==> src/rtl/ext_wb_arbiter.sv <==
`default_nettype none
// ============================================================================
//  Module      : ext_wb_arbiter
//  Description : Shares one registered extra writeback port among NrReq
//                result requesters. Each requester has its own small FIFO;
//                FIFO heads are granted round-robin, one per cycle, straight
//                into the writeback output register.
//  Revision    : 1.0 - initial release
// ============================================================================
module ext_wb_arbiter #(
  parameter int unsigned NrReq         = 2,
  parameter int unsigned TRANS_ID_BITS = 3,
  parameter int unsigned XLEN          = 64,
  parameter int unsigned FifoDepth     = 2
) (
  input  logic                                    clk_i,
  input  logic                                    rst_i,
  input  logic                                    flush_i,
  input  logic [NrReq-1:0]                        req_valid_i,
  output logic [NrReq-1:0]                        req_ready_o,
  input  logic [NrReq-1:0][TRANS_ID_BITS-1:0]     req_trans_id_i,
  input  logic [NrReq-1:0][XLEN-1:0]              req_result_i,
  input  logic [NrReq-1:0]                        req_ex_valid_i,
  output logic                                    wb_valid_o,
  output logic [TRANS_ID_BITS-1:0]                wb_trans_id_o,
  output logic [XLEN-1:0]                         wb_result_o,
  output logic                                    wb_ex_valid_o,
  output logic [((NrReq > 1) ? $clog2(NrReq) : 1)-1:0] wb_src_o,
  output logic                                    busy_o
);

  localparam int unsigned c_SRC_W   = (NrReq > 1) ? $clog2(NrReq) : 1;
  localparam int unsigned c_PTR_W   = $clog2(FifoDepth);
  localparam int unsigned c_CNT_W   = $clog2(FifoDepth + 1);
  localparam int unsigned c_ENTRY_W = TRANS_ID_BITS + XLEN + 1;
  localparam logic [c_CNT_W-1:0] c_FULL = c_CNT_W'(FifoDepth);

  // Per-requester FIFO state
  logic [c_CNT_W-1:0]   r_count  [NrReq];
  logic [c_PTR_W-1:0]   r_rd_ptr [NrReq];
  logic [c_PTR_W-1:0]   r_wr_ptr [NrReq];
  logic [c_ENTRY_W-1:0] r_mem    [NrReq][FifoDepth];

  // Round-robin pointer: index searched first on the next grant
  logic [c_SRC_W-1:0]   r_rr;

  // Writeback output register
  logic                     r_wb_valid;
  logic [TRANS_ID_BITS-1:0] r_wb_trans_id;
  logic [XLEN-1:0]          r_wb_result;
  logic                     r_wb_ex_valid;
  logic [c_SRC_W-1:0]       r_wb_src;

  logic [NrReq-1:0]     w_ready;
  logic [NrReq-1:0]     w_push;
  logic [NrReq-1:0]     w_pop;
  logic [NrReq-1:0]     w_nonempty;
  logic [c_ENTRY_W-1:0] w_head [NrReq];
  logic                 w_grant_valid;
  logic [c_SRC_W-1:0]   w_grant_idx;
  logic [c_ENTRY_W-1:0] w_sel;

  // Reduce a value in 0..2*NrReq-1 modulo NrReq (NrReq need not be a power of two)
  function automatic logic [c_SRC_W-1:0] f_wrap(input int unsigned a);
    if (a >= NrReq) return c_SRC_W'(a - NrReq);
    else            return c_SRC_W'(a);
  endfunction

  for (genvar i = 0; i < NrReq; i++) begin : g_req
    assign w_nonempty[i] = (r_count[i] != '0);
    // Ready looks only at the registered count, so a full FIFO refuses a
    // push even on an edge where it is also being popped.
    assign w_ready[i]    = (r_count[i] != c_FULL) && !flush_i;
    assign w_push[i]     = req_valid_i[i] && w_ready[i];
    assign w_pop[i]      = w_grant_valid && !flush_i && (w_grant_idx == c_SRC_W'(i));
    assign w_head[i]     = r_mem[i][r_rd_ptr[i]];
  end

  // Round-robin search for the first non-empty FIFO starting at r_rr
  always_comb begin
    w_grant_valid = 1'b0;
    w_grant_idx   = '0;
    for (int k = 0; k < NrReq; k++) begin
      if (!w_grant_valid && w_nonempty[f_wrap(32'(r_rr) + 32'(k))]) begin
        w_grant_valid = 1'b1;
        w_grant_idx   = f_wrap(32'(r_rr) + 32'(k));
      end
    end
  end

  assign w_sel = w_head[w_grant_idx];

  // FIFO counts, pointers and arbitration pointer; flush empties everything
  always_ff @(posedge clk_i or posedge rst_i) begin
    if (rst_i) begin
      for (int i = 0; i < NrReq; i++) begin
        r_count[i]  <= '0;
        r_rd_ptr[i] <= '0;
        r_wr_ptr[i] <= '0;
      end
      r_rr <= '0;
    end else if (flush_i) begin
      for (int i = 0; i < NrReq; i++) begin
        r_count[i]  <= '0;
        r_rd_ptr[i] <= '0;
        r_wr_ptr[i] <= '0;
      end
      r_rr <= '0;
    end else begin
      for (int i = 0; i < NrReq; i++) begin
        if (w_push[i]) r_wr_ptr[i] <= r_wr_ptr[i] + 1'b1;
        if (w_pop[i])  r_rd_ptr[i] <= r_rd_ptr[i] + 1'b1;
        case ({w_push[i], w_pop[i]})
          2'b10:   r_count[i] <= r_count[i] + 1'b1;
          2'b01:   r_count[i] <= r_count[i] - 1'b1;
          default: r_count[i] <= r_count[i];
        endcase
      end
      if (w_grant_valid) r_rr <= f_wrap(32'(w_grant_idx) + 32'd1);
    end
  end

  // FIFO storage; contents are don't-care while the count says empty
  always_ff @(posedge clk_i) begin
    for (int i = 0; i < NrReq; i++) begin
      if (w_push[i]) begin
        r_mem[i][r_wr_ptr[i]] <= {req_trans_id_i[i], req_result_i[i], req_ex_valid_i[i]};
      end
    end
  end

  // Writeback register: loads the popped head; fields hold when idle
  always_ff @(posedge clk_i or posedge rst_i) begin
    if (rst_i) begin
      r_wb_valid    <= 1'b0;
      r_wb_trans_id <= '0;
      r_wb_result   <= '0;
      r_wb_ex_valid <= 1'b0;
      r_wb_src      <= '0;
    end else if (flush_i) begin
      r_wb_valid <= 1'b0;
    end else if (w_grant_valid) begin
      r_wb_valid    <= 1'b1;
      r_wb_trans_id <= w_sel[c_ENTRY_W-1 -: TRANS_ID_BITS];
      r_wb_result   <= w_sel[XLEN:1];
      r_wb_ex_valid <= w_sel[0];
      r_wb_src      <= w_grant_idx;
    end else begin
      r_wb_valid <= 1'b0;
    end
  end

  assign req_ready_o   = w_ready;
  assign wb_valid_o    = r_wb_valid;
  assign wb_trans_id_o = r_wb_trans_id;
  assign wb_result_o   = r_wb_result;
  assign wb_ex_valid_o = r_wb_ex_valid;
  assign wb_src_o      = r_wb_src;
  assign busy_o        = (|w_nonempty) || r_wb_valid;

endmodule
`default_nettype wire

==> config.mk <==
export PLATFORM = sky130hd
export DESIGN_NAME = ext_wb_arbiter
export DESIGN_NICKNAME = d
export VERILOG_FILES = /design/src/rtl/ext_wb_arbiter.sv
export SDC_FILE = /design/constraint.sdc
export NUM_CORES = 1
export LEC_CHECK = 0
export ABC_AREA = 1
export BUFFER_PORTS_ARGS = -buffer_cell sky130_fd_sc_hd__buf_2
export CAP_MARGIN = 30
export CORE_ASPECT_RATIO = 0.5
export CORE_MARGIN = 3
export CORE_UTILIZATION = 50
export CTS_CLUSTER_SIZE = 10
export DETAILED_ROUTE_END_ITERATION = 7
export PLACE_DENSITY = 0.75
export RECOVER_POWER = 50
export SYNTH_ARGS = -nofsm -noshare
export SYNTH_HDL_FRONTEND = slang
export SYNTH_SLANG_ARGS = --single-unit
==> constraint.sdc <==
create_clock -name clk_i -period 4.24 [get_ports clk_i]
set_input_delay 0.424 -clock clk_i [delete_from_list [all_inputs] [get_ports clk_i]]
set_output_delay 0.424 -clock clk_i [all_outputs]
set_load 0.02 [all_outputs]
==> results of run 1 <==
[flip-flops by register name, summed over array words and instances, names as in the netlist]
register / count
wb_result_o: 64
wb_ex_valid_o: 1
r_count: 4
r_mem: 272
r_rd_ptr: 2
r_rr: 1
wb_valid_o: 1
r_wr_ptr: 2
wb_src_o: 1
wb_trans_id_o: 3
[synth_stat cells]
cell type | count | area share (%)
buf_2 | 21 | 0.79
nor2_1 | 8 | 0.23
dfrtp_1 | 79 | 15
o31ai_1 | 1 | 0.056
o21ai_1 | 1 | 0.038
nand3_1 | 37 | 1.4
nand4_1 | 2 | 0.094
nand3_2 | 10 | 0.75
clkbuf_1 | 21 | 0.59
mux2i_1 | 30 | 2.3
inv_2 | 4 | 0.11
o21bai_1 | 1 | 0.056
nand2_1 | 442 | 12
edfxtp_1 | 272 | 61
nor2_4 | 2 | 0.17
xor2_1 | 1 | 0.066
a21oi_4 | 1 | 0.12
a22oi_1 | 30 | 1.7
nand2_2 | 11 | 0.52
buf_8 | 1 | 0.11
buf_6 | 5 | 0.42
inv_1 | 11 | 0.31
buf_4 | 1 | 0.056
o21ai_0 | 35 | 1.3
nand2_4 | 2 | 0.17
or2_2 | 1 | 0.047
a21oi_1 | 3 | 0.11
[worst max-delay path by stage]
stage | start | end | slack [ns] | depth (start not counted)
global placement | flush_i | r_mem[0][25]$_DFFE_PP_ | 1.74 | 5
global route | r_count[1]$_DFFE_PP0P_ | wb_result_o[5]$_DFFE_PP0N_ | 1.52 | 6
detailed placement | flush_i | r_mem[0][110]$_DFFE_PP_ | 1.64 | 5
CTS | r_count[0]$_DFFE_PP0P_ | r_mem[0][164]$_DFFE_PP_ | 1.81 | 5
finish | r_count[1]$_DFFE_PP0P_ | wb_result_o[44]$_DFFE_PP0N_ | 1.78 | 6
floorplan | flush_i | r_mem[0][136]$_DFFE_PP_ | -0.26 | 4
[per-stage QoR]
stage	area [µm²]	hold slack [ns]	worst slack, ns	TNS (ns)
after floorplan	13300	0.481	-0.262	-36.82
after global placement	14700	0.479	1.74	0
after detailed placement	14700	0.480	1.64	0
after CTS	15900	0.0805	1.81	0
after global routing	15800	0.0775	1.52	0
final	15800	0.0929	1.78	0
[report_power, final]
group          total (mW)  switching, mW  internal, mW
logic                2.83           1.98         0.850
registers            4.63          0.294          4.34
clock network        3.07           1.26          1.81
total                10.5           3.54          7.00
[layout make-up]
class	count	area, µm²
Antenna cell	1	2.50
Clock buffer	72	1140
Clock inverter	1	8.76
Fill cell	1901	9890
Inverter	15	57.6
Multi-Input combinational cell	618	2890
Sequential cell	351	10100
Tap cell	344	430
Timing Repair Buffer	226	1130
[cells in the final DEF, fill, tap and decap left out]
cell	n
clkbuf_16	41
nand2_4	2
nor2_4	6
buf_12	4
buf_1	1
o31ai_1	1
dfrtp_4	1
xor2_1	1
clkbuf_1	147
a22oi_1	30
o21bai_1	1
inv_2	3
nand2_1	442
inv_6	1
dfrtp_2	1
o21ai_1	1
o21ai_0	35
clkinvlp_2	1
buf_16	3
nor2_1	4
buf_4	5
inv_1	11
edfxtp_1	272
dlygate4sd3_1	1
nand4_1	2
mux2i_1	30
buf_2	96
nand3_1	37
nand2_2	11
diode_2	1
a21oi_1	4
dfrtp_1	77
nand3_2	10
or2_2	1
[layer usage]
metal | up-vias | global-route usage [%]
met5 | - | 0
li1 | 3992 | -
met2 | 296 | 37.4
met4 | 6 | 5.96
met1 | 4299 | 27.0
met3 | 57 | 5.68
[kinds of logic after synthesis]
logic type	Yosys count
AOI/OAI and AO/OA	72
xor gates and xnor gates	1
buffers and inverters	64
DFF	351
muxes	30
and+or+nand+nor	515
==> summary.txt, run 1 <==
Detailed routing
  – DRC violations left: 0
  – Number of DRC markers in iteration 0: 752
  – Met2 wire length: 16100 µm
  – Mean routed wirelength per cell: 19.2 µm
  – Routed Wire Length: 31200 µm
  – Met3 wire length: 2310 µm
  – Number of nets with antenna violations after detailed routing: 0
  – Detailed-route wire length on metal 1: 12200 µm
  – DR vias/cell: 5.31
  – Detailed-router iteration count before antenna repair: 5
  – Via count: 8650
  – Top sig layer: met5

Synthesis
  – Proportion of synthesized chip area in sequential cells: 76.1%
  – Xor/xnor cell area share of the yosys netlist: 0.0657%
  – Area of the mapped netlist: 13300 µm²
  – Count of mapped cells out of synthesis: 1033
  – Unique cell type count in the Yosys netlist: 27
  – Synthesis Warnings: 0
  – Post-Synthesis Net Count: 1174
  – Mapped Avg Cell Area: 12.9 µm²
  – Synth Area in Simple Gates: 15.8%
  – Fraction of the mapped netlist area in adder cells: 0%
  – Combinational family with the most area after synthesis: simple AND/OR/NAND/NOR gates
  – Post-synthesis compound-gate area fraction: 3.39%
  – Fraction of synthesized area in multiplexers: 2.25%
  – Number of register bits inferred by synthesis: 351

Setup path
  – Startpoint type of the worst setup path: register
  – Cell with the largest stage delay on the worst path: inv_2
  – Number of buffer and inverter instances along the worst setup path: 1
  – Critical R2R Capture: wb_result_o[44]$_DFFE_PP0N_
  – Origin of the critical flop-to-flop path: r_count[1]$_DFFE_PP0P_
  – Required time of the worst setup path: 4.69 ns
  – List of cells traversed by the critical path: nor2_4 -> a21oi_1 -> nand2_4 -> inv_2 -> nand2_1 -> nand3_1
  – Highest net fanout along the worst path: 38
  – Arrival time at the worst endpoint: 2.91 ns
  – Maximum single-stage delay on the critical path: 0.74 ns
  – Setup crit end kind: register
  – Family with the most delay on the worst path: simple AND/OR/NAND/NOR gates
  – Cells on worst reg2reg path: 6
  – Critical path class: register to register
  – Worst setup slack for register-to-register paths: 1.78 ns

Min path
  – Number of stages on the worst hold path: 1
  – Terminating pin of the worst hold path: r_mem[0][0]$_DFFE_PP_
  – Hold crit path type: input pin to register
  – Hold wc startpoint: req_ex_valid_i[0]

Placed design
  – Cell count after placement: 1551
  – Detail Placement HPWL: 19400 µm
  – Gpl congestion: 0.793
  – Count of input and output buffers: 213

Clock network
  – Clock tree from TritonCTS: done
  – CTS H-tree lvls: 2
  – Clock insertion delay at the later pin of the skew report: 0.51 ns
  – Number of hold buffers added after CTS: 1
  – Clk sinks: 351
  – Clock Pin Slew Worst Setup and Hold Paths: 0.06 ns
  – Number of buffers added by the clock tree synthesis step: 41
  – Buffer type at the clock tree root: clkbuf_16
  – Number of gates resized after cts: 0
  – Post-CTS setup buffers: 0
  – CTS Buffer Depth: 3

Timing
  – Worst clock skew: 0.0230 ns
  – Worst-Margin Slew: 1.74 ns
  – Rel. slew slack: -16.6%
  – Post-layout min period: 2.46 ns
  – RSZ-0062 raised after global routing: no
  – Final Hold Fails: 0
  – Number of failing setup endpoints in the final timing report: 0
  – Period utilization: 58.0%
  – Max Clk Rate: 406 MHz
  – Number of pins exceeding their max-slew limit in the final report: 32

Die
  – Initial Util: 51.9%
  – Row cnt: 41
  – Die Outline Area: 28800 µm²
  – Vertical extent of the die: 121 µm
  – Placeable core area: 25700 µm²
  – Total I/O pin count: 214
  – Width of the chip: 237 µm

Status
  – Violations in the final reports: max-capacitance violations, max-slew violations
  – Status: finished with violations

Global routing
  – Overall track demand over capacity in global routing: 21.5%
  – Antenna violations before repair: 4
  – Grt ovf: 0
  – Vias in the first global route: 8799
  – Maximum number of pins on one net before global-route repair: 72
  – Wire length of the first global-routing pass: 48000 µm

Run
  – Max-cap violation count: 1

Power
  – Static leakage: 6.34 nW
  – Worst vdd ir: 272 µV
  – Total power of the final layout: 10.5 mW
  – Pwr dens: 666 nW/µm²

Cells and area
  – Number of nets in the finished design: 1394
  – Count of non-filler cells in the finished layout: 1628
  – Fraction of the core area covered by cells at the end of the flow: 61.5%
  – Fraction of layout instances using a drive strength above 1: 14.5%
  – Growth of design area from synthesis to finish: 18.6%
Note: power is estimated with default switching activity, not from simulation.
==> run 2: changes to the inputs <==
--- a/config.mk
+++ b/config.mk
@@ -13,7 +13,7 @@
 export CORE_UTILIZATION = 50
 export CTS_CLUSTER_SIZE = 10
 export DETAILED_ROUTE_END_ITERATION = 7
-export PLACE_DENSITY = 0.75
+export PLACE_DENSITY = 0.72
 export RECOVER_POWER = 50
 export SYNTH_ARGS = -nofsm -noshare
 export SYNTH_HDL_FRONTEND = slang
==> constraint.sdc (replaced) <==
create_clock -name clk_i -period 2.6 [get_ports clk_i]
set_input_delay 0.26 -clock clk_i [delete_from_list [all_inputs] [get_ports clk_i]]
set_output_delay 0.26 -clock clk_i [all_outputs]
set_load 0.02 [all_outputs]
==> summary.txt, run 2 (synthesis results as in run 1) <==
Placed design
  – Count of input and output buffers: 213
  – Gpl congestion: 0.855
  – Detail Placement HPWL: 19500 µm
  – Setup WS pre-CTS: 0.570 ns

Global routing
  – Grt peak-use layer: met2
  – Maximum number of pins on one net before global-route repair: 71
  – M2 GR Usage: 37.6%
  – Antenna violations before repair: 5
  – Met3 layer usage reported by global route: 4.36%
  – Grt ovf: 0
  – Overall track demand over capacity in global routing: 22.7%
  – Vias in the first global route: 9508
  – Grt met1 use: 29.3%
  – Wire length of the first global-routing pass: 50600 µm

Setup path
  – Cell with the largest stage delay on the worst path: clkinvlp_2
  – Critical path class: input pin to async pin
  – List of cells traversed by the critical path: dlygate4sd3_1 -> clkbuf_1 -> clkinvlp_2 -> clkbuf_1
  – Maximum single-stage delay on the critical path: 0.93 ns
  – Most Frequent Cell on Critical Path: clkbuf_1
  – Family with the most delay on the worst path: buffers and inverters
  – Critical R2R Capture: wb_result_o[0]$_DFFE_PP0N_
  – Arrival time at the worst endpoint: 2.59 ns
  – Worst setup slack for register-to-register paths: 0.58 ns
  – Startpoint type of the worst setup path: input pin
  – Highest net fanout along the worst path: 32
  – Setup crit end kind: async pin
  – Origin of the critical flop-to-flop path: r_count[1]$_DFFE_PP0P_
  – Required time of the worst setup path: 3.14 ns
  – Number of buffer and inverter instances along the worst setup path: 4
  – Cells on worst reg2reg path: 7

Run
  – Max-cap violation count: 1

Clock network
  – Clk sinks: 351
  – Buffer type at the clock tree root: clkbuf_16
  – Number of buffers added by the clock tree synthesis step: 41
  – Clock tree from TritonCTS: done
  – Number of gates resized after cts: 0
  – CTS Buffer Depth: 3
  – Clock Pin Slew Worst Setup and Hold Paths: 0.06 ns
  – Post-CTS setup buffers: 0
  – CTS H-tree lvls: 2
  – Clock insertion delay at the later pin of the skew report: 0.53 ns
  – Number of hold buffers added after CTS: 137

Timing
  – Period utilization: 79.1%
  – RSZ-0062 raised after global routing: no
  – Least setup slack across all paths after layout: 0.543 ns
  – Number of pins exceeding their max-slew limit in the final report: 33
  – Number of failing setup endpoints in the final timing report: 0
  – Post-layout min period: 2.06 ns
  – Final Hold Fails: 0
  – Worst clock skew: 0.0201 ns
  – Rel. slew slack: -6.19%
  – Worst-Margin Slew: 1.58 ns
  – Worst hold margin: 0.0722 ns
  – Final-layout setup total negative slack: 0 ns
  – Max Clk Rate: 486 MHz

Cells and area
  – Growth of design area from synthesis to finish: 29.2%
  – Fraction of layout instances using a drive strength above 1: 12.4%
  – Number of nets in the finished design: 1541
  – Max FFs per register: 272
  – Most common cell after layout, fill and taps aside: nand2_1
  – Leading cell types in the layout, fill and taps excluded: 442 x nand2_1, 272 x edfxtp_1, 168 x clkbuf_1, 137 x dlygate4sd3_1, 77 x dfrtp_1

Min path
  – Terminating pin of the worst hold path: r_rr$_DFFE_PP0P_
  – Hold crit path type: input pin to register
  – Hold wc startpoint: flush_i
  – Number of stages on the worst hold path: 2

Power
  – Static leakage: 6.90 nW
  – Worst vdd ir: 504 µV
  – Pwr dens: 1020 nW/µm²

Die
  – Total I/O pin count: 214
  – Placeable core area: 25700 µm²
  – Row cnt: 41
  – Die Outline Area: 28800 µm²
  – Width of the chip: 237 µm
  – Initial Util: 51.9%
  – Vertical extent of the die: 121 µm

Status
  – Status: finished with violations
  – Violations in the final reports: max-capacitance violations, max-slew violations

Detailed routing
  – Number of nets with antenna violations after detailed routing: 0
  – Routed Wire Length: 32800 µm
  – Number of DRC markers in iteration 0: 842
  – DR vias/cell: 5.25
  – Detailed-router iteration count before antenna repair: 7
  – DRC violations left: 0
  – Mean routed wirelength per cell: 18.4 µm
  – Via count: 9341
[run 2: cell types whose count changed in the layout (fill, tap and decap cells not counted)]
cell	before	now
buf_12	4	3
buf_16	3	1
buf_2	96	72
buf_4	5	16
clkbuf_1	147	168
clkbuf_16	41	43
clkbuf_2	0	3
diode_2	1	6
dlygate4sd3_1	1	137
inv_1	11	10
inv_2	3	4
inv_6	1	2
[run 2: power by group]
part | leakage (nW) | switching, mW | internal (mW)
registers | 3.46 | 0.478 | 7.07
clock network | 0.572 | 2.14 | 3.07
logic | 2.87 | 3.34 | 1.54
total | 6.90 | 5.95 | 11.7
[run 2: how the worst max path moves through the flow]
| stage | cells after the start | to | startpoint | slack, ns |
|---|---|---|---|---|
| finish | 4 | wb_result_o[41]$_DFFE_PP0N_ | rst_i | 0.54 |
| global route | 4 | wb_result_o[41]$_DFFE_PP0N_ | rst_i | 0.22 |
| CTS | 4 | busy_o | r_count[3]$_DFFE_PP0P_ | 0.49 |
| global placement | 5 | r_mem[0][93]$_DFFE_PP_ | flush_i | 0.61 |
| floorplan | 4 | r_mem[0][204]$_DFFE_PP_ | r_count[0]$_DFFE_PP0P_ | -0.72 |
| detailed placement | 5 | r_mem[0][93]$_DFFE_PP_ | flush_i | 0.57 |
[run 2: area by class of cell]
type                       instances  area (µm²)
antenna                            6        15.0
clock buffer                      71        1180
clock inverter                     2        17.5
fill                            1786        8480
inverter                          15        57.6
multi-input combinational        618        2890
sequential                       351       10100
tap                              344         430
timing repair buffer             373        2480
[run 2: through the flow]
step / power (mW) / cell area [µm²] / std cells / util (%)
finish: 17.6 / 17200 / 1780 / 67.0
global route: 18.5 / 17200 / 1779 / 67.0
CTS: 17.7 / 17400 / 1773 / 67.6
detailed placement: 12.4 / 14800 / 1563 / 57.6
global placement: 12.2 / 14800 / 1563 / 57.6
floorplan: 10.8 / 13400 / 1033 / -
[run 2: worst reg2reg max path: stages (launching register included)]
cell	delay (ns)
dfrtp_1	0.49
nor2_4	0.08
a21oi_1	0.34
nand2_4	0.35
inv_2	0.27
buf_12	0.24
nand2_1	0.10
nand3_1	0.09
[run 2: layer usage]
| metal | routed length (µm) | vias up |
|---|---|---|
| met2 | 16100 | 396 |
| met5 | 0 | - |
| met4 | 1290 | 0 |
| li1 | - | 4295 |
| met3 | 2080 | 104 |
| met1 | 13300 | 4546 |
